$ cat config.mk
export PLATFORM = sky130hd
export DESIGN_NAME = io_port_arbiter
export DESIGN_NICKNAME = d
export VERILOG_FILES = /design/src/rtl/io_port_arbiter_pkg.sv /design/src/rtl/rr_priority_select.sv /design/src/rtl/io_port_arbiter.sv
export SDC_FILE = /design/constraint.sdc
export NUM_CORES = 1
export LEC_CHECK = 0
export ABC_CLOCK_PERIOD_IN_PS = 6100
export CAP_MARGIN = 40
export CELL_PAD_IN_SITES_DETAIL_PLACEMENT = 0
export CELL_PAD_IN_SITES_GLOBAL_PLACEMENT = 1
export CORE_MARGIN = 10
export CORE_UTILIZATION = 32
export DETAILED_ROUTE_END_ITERATION = 12
export PLACE_DENSITY = 0.95
export SETUP_SLACK_MARGIN = 0.4
export SYNTH_ARGS = -nofsm -noshare
export SYNTH_HDL_FRONTEND = slang
export SYNTH_HIERARCHICAL = 1
export SYNTH_SLANG_ARGS = --single-unit
$ cat constraint.sdc
create_clock -name clock -period 6.1 [get_ports clock]
set_input_delay 1.22 -clock clock [delete_from_list [all_inputs] [get_ports clock]]
set_output_delay 1.22 -clock clock [all_outputs]
set_load 0.005 [all_outputs]
$ cat src/rtl/io_port_arbiter_pkg.sv
// rtl/io_port_arbiter_pkg.sv - shared arbiter FSM encoding and width helper
package io_port_arbiter_pkg;

  typedef enum logic {
    IDLE   = 1'b0,
    LOCKED = 1'b1
  } arb_state_t;

  function automatic int clog2(input int n);
    int r;
    r = 0;
    while ((1 << r) < n) r++;
    return r;
  endfunction

endpackage

$ cat src/rtl/rr_priority_select.sv
// rtl/rr_priority_select.sv - rotate-from-pointer one-hot priority pick
module rr_priority_select #(
  parameter int N  = 4,
  parameter int PW = 2
) (
  input  logic [N-1:0]  req,
  input  logic [PW-1:0] ptr,
  output logic [N-1:0]  grant,
  output logic [PW-1:0] grant_idx,
  output logic          any
);

  // Walk upward from ptr with wrap; the first requester seen wins.
  always_comb begin
    int pos;
    pos       = 0;
    grant     = '0;
    grant_idx = '0;
    any       = 1'b0;
    for (int k = 0; k < N; k++) begin
      pos = (int'(ptr) + k) % N;
      if (!any && req[pos[PW-1:0]]) begin
        grant[pos[PW-1:0]] = 1'b1;
        grant_idx          = pos[PW-1:0];
        any                = 1'b1;
      end
    end
  end

endmodule

$ cat src/rtl/io_port_arbiter.sv
// rtl/io_port_arbiter.sv - round-robin arbiter with burst lock onto one write port
module io_port_arbiter
  import io_port_arbiter_pkg::*;
#(
  parameter int REQ_COUNT   = 4,
  parameter int WORD_WIDTH  = 36,
  parameter int STALL_WIDTH = 16
) (
  input  logic                            clock,
  input  logic                            reset_n,
  input  logic [REQ_COUNT-1:0]            req_valid,
  input  logic [REQ_COUNT-1:0]            req_lock,
  input  logic [REQ_COUNT*WORD_WIDTH-1:0] req_data,
  output logic [REQ_COUNT-1:0]            req_ready,
  input  logic                            port_full,
  output logic                            port_wren,
  output logic [WORD_WIDTH-1:0]           port_data,
  output logic [clog2(REQ_COUNT)-1:0]     owner,
  output logic                            locked,
  output logic [STALL_WIDTH-1:0]          stall_count
);

  localparam int PW = clog2(REQ_COUNT);
  localparam logic [PW-1:0] LAST_IDX = PW'(REQ_COUNT - 1);

  arb_state_t           state, state_next;
  logic [PW-1:0]        rr_ptr, rr_ptr_next;
  logic [PW-1:0]        sel, rr_idx;
  logic [REQ_COUNT-1:0] rr_grant;
  logic                 rr_any, sel_valid, handshake, stall_hit;
  logic [WORD_WIDTH-1:0] words [REQ_COUNT];

  for (genvar g = 0; g < REQ_COUNT; g++) begin : g_words
    assign words[g] = req_data[g*WORD_WIDTH +: WORD_WIDTH];
  end

  rr_priority_select #(
    .N  (REQ_COUNT),
    .PW (PW)
  ) u_rr_select (
    .req       (req_valid),
    .ptr       (rr_ptr),
    .grant     (rr_grant),
    .grant_idx (rr_idx),
    .any       (rr_any)
  );

  // While locked only the owner is a candidate; otherwise the round-robin pick.
  always_comb begin
    sel       = rr_idx;
    sel_valid = rr_any;
    req_ready = '0;
    if (state == LOCKED) begin
      sel       = owner;
      sel_valid = req_valid[owner];
    end
    if (reset_n && !port_full && sel_valid) begin
      req_ready = (state == LOCKED) ? (REQ_COUNT'(1) << owner) : rr_grant;
    end
  end

  assign handshake = reset_n && sel_valid && !port_full;
  assign stall_hit = sel_valid && port_full;
  assign locked    = (state == LOCKED);

  always_comb begin
    state_next  = state;
    rr_ptr_next = rr_ptr;
    if (handshake) begin
      state_next = req_lock[sel] ? LOCKED : IDLE;
      if (!req_lock[sel]) begin
        rr_ptr_next = (sel == LAST_IDX) ? '0 : sel + PW'(1);
      end
    end
  end

  always_ff @(posedge clock or negedge reset_n) begin
    if (!reset_n) begin
      state  <= IDLE;
      rr_ptr <= '0;
    end else begin
      state  <= state_next;
      rr_ptr <= rr_ptr_next;
    end
  end

  always_ff @(posedge clock or negedge reset_n) begin
    if (!reset_n) begin
      owner       <= '0;
      port_wren   <= 1'b0;
      port_data   <= '0;
      stall_count <= '0;
    end else begin
      port_wren <= handshake;
      if (handshake) begin
        owner     <= sel;
        port_data <= words[sel];
      end
      if (stall_hit && stall_count != '1) begin
        stall_count <= stall_count + 1'b1;
      end
    end
  end

endmodule

==> reports/metrics.cfg <==
[synthesis]
synth_cells=276
seq_area_frac_synth=0.3823
synth_top_flop_cell=dfrtp_1
async_flop_share=1.000
synth_edf_count=0
ys_warn_count=6
postSynthAreaPerCell_sq_um=13.75
ys_types=39
synth_seq_cells=58
synth_area_sq_mm=0.003796
synthesis.nets=437

[sta]
fin_crit_ns=5.011
grt_setup_unrepaired=no
fin_skew_ns=0.006418
hold_viol=0
max_freq_mhz=199.6
finalSetupViolations=0
holdWs_ns=0.4830
slew_viol_final=0
tns_ns=0
slew_headroom=0.5063
fin_crit_sh=0.8214
worstMarginPinSlew_ns=0.7405

[critical_path]
worstSetupPathType=in2out
worst_ep_arrival_time_ns=3.79
worstPathRequired_ns=4.88
start_kind=input pin
endpoint_kind=output port
worstPathMaxFanout=13
crit_path_frequent_cell=clkdlybuf4s50_1
crit_chain=clkdlybuf4s50_1 > mux4_2 > nor4b_4 > a22oi_1 > o21ai_0 > nand2b_1 > a21oi_1 > clkdlybuf4s50_1
critPathSlowestCell=mux4_2
rr_worst_depth=11
path_delay_family=buffers and inverters
cp.depth=8
crit_buf_inv=2
critical-path-max-stage-delay_ns=0.65

[global_route]
grt_pass1_wl_microns=20780
track_usage=0.1611
grt_max_degree=59
grt_antenna_before_repair=0
gr-total-overflow=0
grt_pass1_vias=3790

[power_and_ir_drop]
combinationalPowerShare=0.596
irDropWorstVdd_mv=0.1961
p_total_mw=2.980
power_frac_seq=0.232
power.share.clock=0.172
powerDensity_mw_per_mm2=469.0
p_sw_frac=0.3391
p_leak_nw=2.521
p_sw_mw=1.010
p_int_mw=1.969

[placed_design]
port_buffers=214
place_congestion=0.8731
placedCellCount=621
place_area_sq_mm=0.006048
dp_hpwl_microns=11300

[clocking]
clockBufferDepth=2
cts_root_buf=clkbuf_16
clock_latency_ns=0.32
cts_buffers=9
ctsHoldBuffers=0
cts_sinks=58
cts_htree_levels=3
clk_pin_slew_worst_paths_ns=0.05
cts.repair.resized=0
cts_tree=done
postCtsSetupBuffers=0

[route]
detail_route.iter0.violations=120
route.detailed.wl_per_inst_microns=21.20
dr_total_vias=3273
wl_microns=13490
drt_first_pass_iters=4
post-route-drc-count=0
ant_nets=0
vias_per_cell=5.146

[floorplanning]
die_w_microns=128.9
die_y_microns=128.9
core-area_sq_mm=0.01152
rows=39
dieArea_sq_mm=0.01662
io_pins=215
start_util=0.3296

[flow_run]
cap_violations=0

[layout]
fin_area_sq_mm=0.006354
n_antenna_cell=0
final_cells=636
finalNetCount=650
drive_above_1_share=0.2170
syn_to_final_growth_pct=67.37

[status]
status=finished clean

[min_path]
min_path_cells=1
worstHoldPathType=reg2reg

[worst paths after layout]
| path | slack, ns | endpoint | startpoint |
|---|---|---|---|
| min in group asynchronous | 1.12 | stall_count[10] | reset_n |
| setup / recovery | 1.09 | req_ready[2] | req_valid[3] |
| hold reg to reg | 0.48 | stall_count[10] | stall_count[10] |
| setup reg to reg | 1.99 | port_data[6] | rr_ptr[0] |
| max in group asynchronous | 4.48 | rr_ptr[0] | reset_n |
| hold / removal | 0.48 | stall_count[10] | stall_count[10] |
[area by class of cell]
class	instances	area, sq um
clock buffers	13	270.3
clock inverters	2	35.03
fillers	941	5162
inverters	8	30.03
multi-input cells	192	2206
flip-flops and latches	58	1451
well taps	143	178.9
repair buffers	220	2182
[power by group through the flow]
stage | logic (mW) | registers, mW | clock network, mW
2_1_floorplan | 1.18 | 0.661 | 0
3_3_place_gp | 1.77 | 0.687 | 0
3_5_place_dp | 1.81 | 0.697 | 0
4_1_cts | 1.81 | 0.693 | 0.526
5_1_grt | 1.92 | 0.719 | 0.540
6_report | 1.78 | 0.691 | 0.512
[sequential cells by signal, summed over array words and instances, names as in the netlist]
| register | flops |
|---|---|
| stall_count | 16 |
| locked | 1 |
| owner | 2 |
| rr_ptr | 2 |
| port_data | 36 |
| port_wren | 1 |
[layout by cell type, fill, tap and decap left out, types with 2 or more instances in the layout]
| cell type | synthesis | final |
|---|---|---|
| nand2b_1 | 6 | 6 |
| nand2_1 | 11 | 11 |
| mux4_2 | 39 | 39 |
| and4_1 | 2 | 2 |
| clkdlybuf4s50_1 | 0 | 213 |
| mux2_1 | 4 | 4 |
| inv_1 | 8 | 8 |
| nand3_1 | 6 | 5 |
| nor2_1 | 13 | 13 |
| nand3b_1 | 2 | 2 |
| xor2_1 | 12 | 12 |
| mux2_2 | 39 | 39 |
| buf_4 | 4 | 6 |
| a22oi_1 | 8 | 8 |
| nand4_1 | 3 | 3 |
| ha_1 | 6 | 6 |
| nor3_1 | 6 | 6 |
| dfrtp_1 | 58 | 58 |
| xnor2_1 | 3 | 3 |
| o21ai_0 | 7 | 7 |
| mux2i_4 | 0 | 2 |
| mux4_1 | 2 | 2 |
| a21oi_1 | 4 | 4 |
| clkbuf_16 | 0 | 9 |
| clkbuf_8 | 0 | 3 |
| mux2i_1 | 5 | 4 |
[cells in the mapped netlist, types with 3 or more instances]
cell type,number,area (sq um)
mux2_2,39,439.2
a21oi_1,4,20.02
buf_6,6,67.56
buf_4,4,30.03
inv_1,8,30.03
nand2_1,11,41.29
buf_2,6,30.03
mux2_1,4,45.04
nand3_1,6,30.03
nand4_1,3,18.77
xor2_1,12,105.1
a22oi_1,8,60.06
ha_1,6,75.07
dfrtp_1,58,1451
mux2i_1,5,50.05
mux4_2,39,878.3
o21ai_0,7,35.03
nand2b_1,6,37.54
nor3_1,6,30.03
xnor2_1,3,26.28
nor2_1,13,48.80
[per-stage QoR]
stage                     setup WS, ns  utilization
final                            1.089       0.5517
after global routing            0.9107       0.5517
after CTS                        1.122       0.5517
after detailed placement         1.117       0.5252
after global placement           1.251       0.5252
after floorplan                  2.094            -
[cell families (layout without fill, tap and decap cells)]
group / after synthesis / count (layout) / synth area share
AO/OA/AOI/OAI: 25 / 25 / 0.04647
XOR/XNOR: 15 / 15 / 0.03461
adder cells (fa/ha/maj): 6 / 6 / 0.01978
buffers and inverters: 26 / 243 / 0.04351
flip-flops: 58 / 58 / 0.3823
multiplexers: 90 / 90 / 0.3896
AND/OR/NAND/NOR: 56 / 56 / 0.08372
[per-layer routing]
metal  vias up  track usage  wire length (microns)
li1       1500            -                      -
met1      1621       0.1658                   4872
met2       137       0.2882                   7214
met3        15      0.06735                   1194
met4         0      0.05753                    203
met5         -            0                      0
Note: power is estimated with default switching activity, not from simulation.
